**src/rtl/rv_multicore_mc_pkg.sv**
```systemverilog
// Shared definitions for the rv_multicore_mc core: opcodes, funct codes, ALU ops, FSM states, decoder.
// Defining RVMC_BRANCH_EN makes the decoder accept BEQ/BNE; otherwise B-type opcodes are illegal.
package rv_multicore_mc_pkg;

  localparam logic [6:0] R_TYPE = 7'b0110011;
  localparam logic [6:0] I_TYPE = 7'b0010011;
  localparam logic [6:0] B_TYPE = 7'b1100011;

  localparam logic [2:0] F3_ADD_SUB = 3'b000;
  localparam logic [2:0] F3_SLL     = 3'b001;
  localparam logic [2:0] F3_SLT     = 3'b010;
  localparam logic [2:0] F3_SLTU    = 3'b011;
  localparam logic [2:0] F3_XOR     = 3'b100;
  localparam logic [2:0] F3_SR      = 3'b101;
  localparam logic [2:0] F3_OR      = 3'b110;
  localparam logic [2:0] F3_AND     = 3'b111;
  localparam logic [2:0] F3_BEQ     = 3'b000;
  localparam logic [2:0] F3_BNE     = 3'b001;

  localparam logic [6:0] F7_BASE = 7'b0000000;
  localparam logic [6:0] F7_ALT  = 7'b0100000;

  typedef enum logic [3:0] {
    ALU_ADD  = 4'd0,
    ALU_SUB  = 4'd1,
    ALU_SLL  = 4'd2,
    ALU_SLT  = 4'd3,
    ALU_SLTU = 4'd4,
    ALU_XOR  = 4'd5,
    ALU_SRL  = 4'd6,
    ALU_SRA  = 4'd7,
    ALU_OR   = 4'd8,
    ALU_AND  = 4'd9
  } alu_op_e;

  typedef enum logic [1:0] {
    FETCH  = 2'd0,
    DECODE = 2'd1,
    EXEC   = 2'd2,
    WB     = 2'd3
  } state_e;

  typedef struct packed {
    logic    legal;
    logic    wr;
    logic    use_imm;
    logic    branch;
    logic    br_ne;
    alu_op_e op;
  } dec_t;

  function automatic dec_t decode_instr(input logic [6:0] opc, input logic [2:0] f3,
                                        input logic [6:0] f7);
    dec_t d;
    d = '{legal: 1'b0, wr: 1'b0, use_imm: 1'b0, branch: 1'b0, br_ne: 1'b0, op: ALU_ADD};
    case (opc)
      R_TYPE: begin
        d.legal = 1'b1;
        d.wr    = 1'b1;
        case (f3)
          F3_ADD_SUB: begin
            if (f7 == F7_BASE) d.op = ALU_ADD;
            else if (f7 == F7_ALT) d.op = ALU_SUB;
            else d.legal = 1'b0;
          end
          F3_SR: begin
            if (f7 == F7_BASE) d.op = ALU_SRL;
            else if (f7 == F7_ALT) d.op = ALU_SRA;
            else d.legal = 1'b0;
          end
          F3_SLL:  d.op = ALU_SLL;
          F3_SLT:  d.op = ALU_SLT;
          F3_SLTU: d.op = ALU_SLTU;
          F3_XOR:  d.op = ALU_XOR;
          F3_OR:   d.op = ALU_OR;
          F3_AND:  d.op = ALU_AND;
          default: d.legal = 1'b0;
        endcase
        // Apart from SUB/SRA, every R-type form needs an all-zero funct7.
        if ((f3 != F3_ADD_SUB) && (f3 != F3_SR) && (f7 != F7_BASE)) d.legal = 1'b0;
        else d.legal = d.legal;
      end
      I_TYPE: begin
        d.legal   = 1'b1;
        d.wr      = 1'b1;
        d.use_imm = 1'b1;
        case (f3)
          F3_ADD_SUB: d.op = ALU_ADD;
          F3_SLT:     d.op = ALU_SLT;
          F3_SLTU:    d.op = ALU_SLTU;
          F3_XOR:     d.op = ALU_XOR;
          F3_OR:      d.op = ALU_OR;
          F3_AND:     d.op = ALU_AND;
          F3_SLL: begin
            d.op = ALU_SLL;
            if (f7 != F7_BASE) d.legal = 1'b0;
            else d.legal = 1'b1;
          end
          F3_SR: begin
            if (f7 == F7_BASE) d.op = ALU_SRL;
            else if (f7 == F7_ALT) d.op = ALU_SRA;
            else d.legal = 1'b0;
          end
          default: d.legal = 1'b0;
        endcase
      end
`ifdef RVMC_BRANCH_EN
      B_TYPE: begin
        if ((f3 == F3_BEQ) || (f3 == F3_BNE)) begin
          d.legal  = 1'b1;
          d.branch = 1'b1;
          d.br_ne  = (f3 == F3_BNE);
        end else begin
          d.legal = 1'b0;
        end
      end
`else
      B_TYPE: d.legal = 1'b0;
`endif
      default: d.legal = 1'b0;
    endcase
    if (!d.legal) d.wr = 1'b0;
    else d.wr = d.wr;
    return d;
  endfunction

endpackage

```
**src/rtl/rv_multicore_mc_alu.sv**
```systemverilog
// Combinational RV32I-subset ALU; shift amounts use only the low clog2(DSIZE) bits of b.
module rv_mc_alu
  import rv_multicore_mc_pkg::*;
#(
  parameter int DSIZE = 32
) (
  input  logic [DSIZE-1:0] a,
  input  logic [DSIZE-1:0] b,
  input  alu_op_e          alu_op,
  output logic [DSIZE-1:0] result
);

  localparam int SHW = (DSIZE > 1) ? $clog2(DSIZE) : 1;

  logic [SHW-1:0] w_shamt;
  logic           w_lt;
  logic           w_ltu;

  assign w_shamt = b[SHW-1:0];
  assign w_lt    = ($signed(a) < $signed(b));
  assign w_ltu   = (a < b);

  // Operation select.
  always_comb begin
    result = '0;
    case (alu_op)
      ALU_ADD:  result = a + b;
      ALU_SUB:  result = a - b;
      ALU_SLL:  result = a << w_shamt;
      ALU_SLT:  result = {{(DSIZE-1){1'b0}}, w_lt};
      ALU_SLTU: result = {{(DSIZE-1){1'b0}}, w_ltu};
      ALU_XOR:  result = a ^ b;
      ALU_SRL:  result = a >> w_shamt;
      ALU_SRA:  result = $signed(a) >>> w_shamt;
      ALU_OR:   result = a | b;
      ALU_AND:  result = a & b;
      default:  result = '0;
    endcase
  end

endmodule

```
**src/rtl/rv_multicore_mc.sv**
```systemverilog
// Multi-cycle RV32I-subset core: FETCH/DECODE/EXEC/WB sequencer, handshaked fetch, inline x0-hardwired regfile.
// Optional BEQ/BNE support is enabled by defining RVMC_BRANCH_EN.
module rv_multicore_mc
  import rv_multicore_mc_pkg::*;
#(
  parameter int               DSIZE    = 32,
  parameter int               ASIZE    = 5,
  parameter int               ISIZE    = 32,
  parameter logic [ISIZE-1:0] RESET_PC = '0
) (
  input  logic             clk,
  input  logic             rst,
  output logic             imem_req,
  output logic [ISIZE-1:0] imem_addr,
  input  logic [ISIZE-1:0] imem_rdata,
  input  logic             imem_valid,
  output logic [ISIZE-1:0] instr_out,
  output logic [ISIZE-1:0] pc_out,
  output logic             retire_valid,
  output logic [ASIZE-1:0] retire_rd,
  output logic [DSIZE-1:0] retire_wdata,
  output logic             illegal
);

  localparam int NREGS = 2 ** ASIZE;

  state_e           r_state;
  logic [ISIZE-1:0] r_pc;
  logic [ISIZE-1:0] r_ir;
  logic [DSIZE-1:0] r_rf [NREGS];
  logic [DSIZE-1:0] r_op_a;
  logic [DSIZE-1:0] r_op_b;
  logic [DSIZE-1:0] r_result;
  dec_t             r_dec;
  logic             r_taken;
  logic             r_imem_req;
  logic             r_retire_valid;
  logic [ASIZE-1:0] r_retire_rd;
  logic [DSIZE-1:0] r_retire_wdata;
  logic             r_illegal;

  logic [ASIZE-1:0] w_rs1;
  logic [ASIZE-1:0] w_rs2;
  logic [ASIZE-1:0] w_rd;
  logic [DSIZE-1:0] w_rs1_val;
  logic [DSIZE-1:0] w_rs2_val;
  logic [DSIZE-1:0] w_imm;
  logic [ISIZE-1:0] w_br_off;
  logic [DSIZE-1:0] w_alu_result;
  logic             w_wr_en;
  dec_t             w_dec;

  // Register fields wider than ASIZE alias onto the low bits.
  assign w_rs1     = ASIZE'(r_ir[19:15]);
  assign w_rs2     = ASIZE'(r_ir[24:20]);
  assign w_rd      = ASIZE'(r_ir[11:7]);
  assign w_rs1_val = (w_rs1 == '0) ? '0 : r_rf[w_rs1];
  assign w_rs2_val = (w_rs2 == '0) ? '0 : r_rf[w_rs2];
  assign w_imm     = DSIZE'($signed(r_ir[31:20]));
  assign w_br_off  = ISIZE'($signed({r_ir[31], r_ir[7], r_ir[30:25], r_ir[11:8]}));
  assign w_dec     = decode_instr(r_ir[6:0], r_ir[14:12], r_ir[31:25]);
  assign w_wr_en   = r_dec.wr && (w_rd != '0);

  rv_mc_alu #(.DSIZE(DSIZE)) u_alu (
    .a      (r_op_a),
    .b      (r_op_b),
    .alu_op (r_dec.op),
    .result (w_alu_result)
  );

  // Sequencer, fetch handshake, operand/result latches and retire port.
  always_ff @(posedge clk or negedge rst) begin
    if (!rst) begin
      r_state        <= FETCH;
      r_pc           <= RESET_PC;
      r_ir           <= '0;
      r_op_a         <= '0;
      r_op_b         <= '0;
      r_result       <= '0;
      r_dec          <= '{legal: 1'b0, wr: 1'b0, use_imm: 1'b0, branch: 1'b0, br_ne: 1'b0, op: ALU_ADD};
      r_taken        <= 1'b0;
      r_imem_req     <= 1'b0;
      r_retire_valid <= 1'b0;
      r_retire_rd    <= '0;
      r_retire_wdata <= '0;
      r_illegal      <= 1'b0;
    end else begin
      r_retire_valid <= 1'b0;
      r_illegal      <= 1'b0;
      case (r_state)
        FETCH: begin
          if (r_imem_req && imem_valid) begin
            r_ir       <= imem_rdata;
            r_imem_req <= 1'b0;
            r_state    <= DECODE;
          end else begin
            r_imem_req <= 1'b1;
          end
        end
        DECODE: begin
          r_op_a  <= w_rs1_val;
          r_op_b  <= w_dec.use_imm ? w_imm : w_rs2_val;
          r_dec   <= w_dec;
          r_state <= EXEC;
        end
        EXEC: begin
          r_result       <= w_alu_result;
          r_taken        <= r_dec.branch && ((r_op_a == r_op_b) != r_dec.br_ne);
          // Retire fields are registered here so they are visible during WB.
          r_retire_valid <= 1'b1;
          r_illegal      <= !r_dec.legal;
          r_retire_rd    <= w_wr_en ? w_rd : '0;
          r_retire_wdata <= w_wr_en ? w_alu_result : '0;
          r_state        <= WB;
        end
        WB: begin
          if (r_taken) r_pc <= r_pc + w_br_off;
          else r_pc <= r_pc + {{(ISIZE-1){1'b0}}, 1'b1};
          r_imem_req <= 1'b1;
          r_state    <= FETCH;
        end
        default: begin
          r_imem_req <= 1'b0;
          r_state    <= FETCH;
        end
      endcase
    end
  end

  // Register file write port; x0 is never written.
  always_ff @(posedge clk or negedge rst) begin
    if (!rst) begin
      for (int i = 0; i < NREGS; i++) r_rf[i] <= '0;
    end else if ((r_state == WB) && w_wr_en) begin
      r_rf[w_rd] <= r_result;
    end else begin
      r_rf[0] <= '0;
    end
  end

  assign imem_req     = r_imem_req;
  assign imem_addr    = r_pc;
  assign instr_out    = r_ir;
  assign pc_out       = r_pc;
  assign retire_valid = r_retire_valid;
  assign retire_rd    = r_retire_rd;
  assign retire_wdata = r_retire_wdata;
  assign illegal      = r_illegal;

endmodule

```
**config.mk**
```make
export PLATFORM = sky130hd
export DESIGN_NAME = rv_multicore_mc
export DESIGN_NICKNAME = d
export VERILOG_FILES = /design/src/rtl/rv_multicore_mc_pkg.sv /design/src/rtl/rv_multicore_mc_alu.sv /design/src/rtl/rv_multicore_mc.sv
export SDC_FILE = /design/constraint.sdc
export NUM_CORES = 2
export LEC_CHECK = 0
export BUFFER_PORTS_ARGS = -buffer_cell sky130_fd_sc_hd__buf_2
export CAP_MARGIN = 5
export CORE_ASPECT_RATIO = 1.75
export CORE_MARGIN = 8
export CORE_UTILIZATION = 69
export CTS_CLUSTER_SIZE = 20
export DETAILED_ROUTE_END_ITERATION = 8
export PLACE_DENSITY_LB_ADDON = 0.12
export SLEW_MARGIN = 20
export SYNTH_ARGS = -nofsm -noshare
export SYNTH_HDL_FRONTEND = slang
export SYNTH_SLANG_ARGS = --single-unit
```
**constraint.sdc**
```tcl
create_clock -name clk -period 7.3 [get_ports clk]
set_clock_uncertainty 0.2 [all_clocks]
set_input_delay 0.73 -clock clk [delete_from_list [all_inputs] [get_ports clk]]
set_output_delay 0.73 -clock clk [all_outputs]
set_load 0.01 [all_outputs]
```
=== After elaboration in Yosys (flattened, before gate mapping) ===
Cells that the tools add are included.

* Register bits: 1232
* Input port bits: 35
* Logic and storage cells: 147

* Add/subtract/negate cells: 3
* Order comparisons: 6
* Equality and inequality tests: 24
* Shift-type cells: 3
* Multiplexer cells: 39
* Bitwise operators: 6
* Reduce and logical (&&, ||, !) cells: 20

{| class="wikitable"
|+ Operator list
! cell !! count
|-
| $bwmux W1024 || 1
|-
| $bmux W32 S5 || 2
|-
| $mux W32 || 10
|-
| $pmux W32 S10 || 1
|-
| $demux W32 S5 || 1
|-
| $lt A32 B32 Y1 || 2
|-
| $pmux W4 S8 || 2
|-
| $add A32 B1 Y32 const B || 1
|-
| $add A32 B32 Y32 || 1
|-
| $and A32 B32 Y32 || 1
|-
| $or A32 B32 Y32 || 1
|-
| $shl A32 B5 Y32 || 1
|-
| $shr A32 B5 Y32 || 1
|-
| $sshr A32 B5 Y32 || 1
|-
| $sub A32 B32 Y32 || 1
|-
| $xor A32 B32 Y32 || 1
|-
| $ge A6 B6 Y1 const B || 3
|-
| $not A5 Y6 || 3
|-
| $eq A4 B3 Y1 const B || 4
|-
| $eq A7 B6 Y1 const B || 2
|-
| $mux W1 || 13
|-
| $eq A3 B3 Y1 const B || 4
|-
| $logic_not A5 Y1 || 2
|-
| $eq A4 B2 Y1 const B || 2
|-
| other kinds (28) || 40
|}

=== Longest topological paths before layout ===
* Word-level depth: 7
* Gate-level depth with buffers: 16
* Mapped depth without buffers: 14

=== By module ===
Synthesis repeated with hierarchy kept, for this count alone.

* Cell total of the unflattened synthesis: 5575
* Area, all modules: 70173.6 µm²

{| class="wikitable"
|+ Modules (own cells, without submodules)
! module !! instances !! cells an instance !! area an instance (µm²) !! seq. area each (µm²)
|-
| rv_multicore_mc || 1 || 4344 || 61976.9 || 30804.5
|-
| rv_mc_alu || 1 || 1231 || 8196.6 || 0.0
|}

=== Worst setup path after synthesis ===
Ideal clock, no wire load.

* Kind: reg2reg
* From: register r_op_b[2]
* To: register r_retire_wdata[30], in the netlist retire_wdata[30]
* Library setup time: 0.130 ns
* Arrival: 3.935 ns
* Setup slack: 3.035 ns
* Cell stages (with the launch flop): 17
* Clock period less this slack: 4.265 ns
* Cells stage by stage: dfrtp_1 > buf_2 > inv_1 > clkbuf_1 > buf_1 > ha_1 > clkbuf_1 > nor2b_1 > o311ai_1 > a311oi_1 > a21oi_1 > o41a_1 > a2111oi_2 > o21ai_1 > a221o_1 > a21oi_2 > o2bb2ai_1

* Longest elaborated chain between the ends: 3

{| class="wikitable"
|+ Ends and longest elaborated chain
! what !! RTL line !! text
|-
| start: declaration || rv_multicore_mc.sv:32 || <nowiki>logic [DSIZE-1:0] r_op_b;</nowiki>
|-
| start signal: assignment || rv_multicore_mc.sv:102 || <nowiki>r_op_b <= w_dec.use_imm ? w_imm : w_rs2_val;</nowiki>
|-
| $sub A32 B32 Y32, or another cell as far along || rv_multicore_mc_alu.sv:28 || <nowiki>ALU_SUB: result = a - b;</nowiki>
|-
| $pmux W32 S10 * || rv_multicore_mc_alu.sv:26 || <nowiki>case (alu_op)</nowiki>
|-
| $mux W32 * || rv_multicore_mc.sv:113 || <nowiki>r_retire_wdata <= w_wr_en ? w_alu_result : '0;</nowiki>
|-
| end signal: assignment || rv_multicore_mc.sv:113 ||
|-
| end: declaration || rv_multicore_mc.sv:39 || <nowiki>logic [DSIZE-1:0] r_retire_wdata;</nowiki>
|}

Mark *: on every way between the ends. The rest lies on a longest branch, timed or not.
A chain may end at the register's enable or synchronous reset.

=== Worst setup path in the final report ===
* From: register r_op_b[1]
* To: register r_retire_wdata[17], in the netlist retire_wdata[17]

The elaborated chain is that of the path after synthesis.

==> reports/qor.csv <==
metric,value,unit
critPathMostFrequentCell,sky130_fd_sc_hd__a21boi_0,
yosys.area_share.adder,1.86,%
drt_first_iter_violations,7212,
first_global_vias,57800,
design.core.area,103000,um^2
cts_tree,done,
grtUsageTotal,45.8,%
synth_top_family_by_area,multiplexers,
gpl.final_weighted_congestion,1.11,
cp_slowest_stage_delay,990,ps
clk_latency,760,ps
ys_ff_latch,1231,
average_footprint_of_a_synthesized_cell,12.0,um^2
effective_utilization_at_floorplan,69.4,%
overflow,0,
floorplan.io_pins,171,
routed_wirelength,265000,um
post-dp-hpwl,170000,um
run_status,"complete, no violations",
final-max-slew-violation-count,0,
yosys_most_used_dff,sky130_fd_sc_hd__dfrtp_1,
ys_top_cells_by_area,"sky130_fd_sc_hd__dfrtp_1 43%, sky130_fd_sc_hd__mux2_2 17%, sky130_fd_sc_hd__mux4_2 12%, sky130_fd_sc_hd__mux2i_1 4.9%, sky130_fd_sc_hd__a21oi_1 2.6%",
syn_to_final_growth,8.06,%
crit_chain,"inv_1, ha_1, nor2_1, o311ai_0, nand3_1, a21boi_0, o31ai_1, a21boi_0, o22a_1, a21oi_1, nor4_1, o2bb2ai_1",
clkTransAtPathRegs,70,ps
num_vias,56400,
io_buffers,170,
clock_path_buffers,3,
reg2reg_depth,12,
peakVddDrop,0.411,mV
nFillCells,6471,
wp_depth,12,
tightest_hold_check_type,in -> reg,
cts.htree.levels,3,
cts_hold_buffers,20,
via_per_inst,7.82,
routed_wire_length_per_instance,36.8,um
clock_sink_count,1231,
synth.mux.area_fraction,34.2,%
lkg_pwr,0.0354,uW
timing.setup.critical_path_class,reg -> reg,
layout.cell_area.non_filler,77300,um^2
power-per-cell-area,363,nW/um^2
final.period_utilization,70.7,%
seq_area,30900,um^2
postCtsResizedCells,0,
rsz0062_at_grt,no,
fp-row-count,156,
synth.distinct_cells,83,
fraction_of_synthesis_flops_using_an_asynchronous_set_or_reset_pin,100,%
synth-simple-area-share,5.02,%
worstPathArrival,5570,ps
ys_seq_area_share,43.1,%
post-route-drc-count,0,
yosys_warnings,0,
max_slew.worst_pin.slew,1390,ps
syn-instance-count,5938,
drive_above_1_share,35.3,%
synth-xor-area-share,0.527,%
synth_largest_type_area_fraction,43.1,%
clk_root_buffer_cell,sky130_fd_sc_hd__clkbuf_16,
cts_post_setup_buffers_inserted,0,
grt_antenna_before_repair,14,
slew-limit-headroom,6.16,%
number_of_enable_type_register_cells_in_the_synthesized_netlist,0,
die_width,259,um
finalHoldViolCount,0,
hold_path_depth,2,
netlist.top_cell.by_area,sky130_fd_sc_hd__dfrtp_1,
cp-start-kind,register,
timing.critical_path.fanout_max,24,
max_cap_violations,0,
cts-buffers-inserted,108,
synth-compound-area-share,11.2,%
period_minus_slack,5160,ps
place_area,73100,um^2
critical_path_buf_inv_count,1,
endpoint_kind,register,
drt-pass1-iter-count,8,
cpMaxStageDelayCell,sky130_fd_sc_hd__a21boi_0,
design.die.area,115000,um^2
report.final.setup_viol,0,
worst-endpoint-required,7710,ps
grt_first_pass_wirelength,388000,um
synthesis.nets,6078,
grt_start_max_net_pins,189,
syn_area,71500,um^2
final.setup.tns,0,ps
timing.critical_path.max_delay_family,compound AO/OA/AOI/OAI gates,
reg2reg_slack,2140,ps
nets,5909,
finalCoreUtilization,75.0,%
multi_input_comb_area,38100,um^2
ant_nets,0,
die_span_y,442,um
fmax,194,MHz
cell type report:
cell class              instances  area share (%)
well taps                    1343            2.18
inverters                     116           0.564
flip-flops and latches       1231            39.9
diodes                         11          0.0356
repair buffers                327            3.08
clock buffers                 147            4.03
clock inverters                53           0.860
multi-input cells            3985            49.3
worst register-to-register path: cells and delay by family (launching register included):
kind | cells | cell delay [ps]
compound gates | 7 | 2680
simple gates | 3 | 920
flops | 1 | 660
fa+ha+maj | 1 | 370
buf+inv | 1 | 190
placed cells by master, fill, tap and decap left out, drive strengths merged, types with 46 or more instances in the layout:
| cell | count |
|---|---|
| o2bb2ai | 57 |
| o21ai | 191 |
| mux2 | 1110 |
| nand3 | 46 |
| nor3 | 82 |
| nor2 | 290 |
| inv | 120 |
| clkbuf | 147 |
| mux4 | 375 |
| a211oi | 62 |
| a221oi | 50 |
| nand2 | 176 |
| o211ai | 52 |
| mux2i | 350 |
| a21oi | 379 |
| buf | 307 |
| ha | 103 |
| dfrtp | 1231 |
| o22ai | 140 |
| o221ai | 114 |
cells by family after synthesis:
group,Yosys count
buf+inv,722
compound gates,1224
xor+xnor,43
fa+ha+maj,105
simple gates,778
flops,1231
mux,1835
worst paths after layout:
path                                      start                to
worst min register to register  retire_wdata[3]   retire_wdata[3]
worst max register to register        r_op_b[1]  retire_wdata[17]
worst max-delay path                  r_op_b[1]  retire_wdata[17]
worst min-delay path              imem_rdata[9]      instr_out[9]
min in group asynchronous                   rst           r_rf[8]
max in group asynchronous                   rst         r_op_b[3]
cells in the mapped netlist, drive strengths merged, types with 10 or more instances:
master   number
mux2i       350
mux4        375
nor2        290
nor4         18
inv         115
nand3        46
o21ai       191
a221oi       50
ha          103
o221ai      114
and3         44
buf         183
a22oi        20
o211ai       52
a21oi       379
o22ai       140
nand2b       44
o2bb2ai      57
dfrtp      1231
nand2       176
o31ai        13
nor3         82
clkbuf      423
a31oi        24
or3          12
xnor2        36
a211oi       62
mux2       1110
nor2b        11
a21o         19
o21bai       10
nand4        19
routing by layer:
layer	track usage, %	wire, um
met3	12.8	27800
met1	50.3	82900
met2	72.2	126000
met5	0	63
met4	40.5	28800
stage by stage:
step | total power (uW) | std cells | hold slack (ps) | setup slack (ps)
detailed placement | 21200 | 6977 | 269 | 2110
global placement | 21200 | 6974 | 266 | 2170
finish | 28000 | 7213 | 22.6 | 2140
CTS | 27300 | 7197 | 2.29 | 2080
global route | 28700 | 7203 | 28.0 | 2040
floorplan | 16200 | 5938 | 234 | 3030
registers in the layout (all words and copies together), names as in the netlist:
name and count:
retire_wdata 32, instr_out 32, r_rf 1024, imem_req 1, r_op_b 32, imem_addr 32
r_state 2, r_op_a 32, r_dec 5, r_result 32, retire_valid 1, retire_rd 5
illegal 1
power by group:
part	total (uW)	internal [uW]	switching (uW)
sequential	9190	7200	1990
clock	6200	3490	2710
combinational	12600	4080	8570
total	28000	14800	13300
No activity file was read; power rests on OpenSTA's default activity.
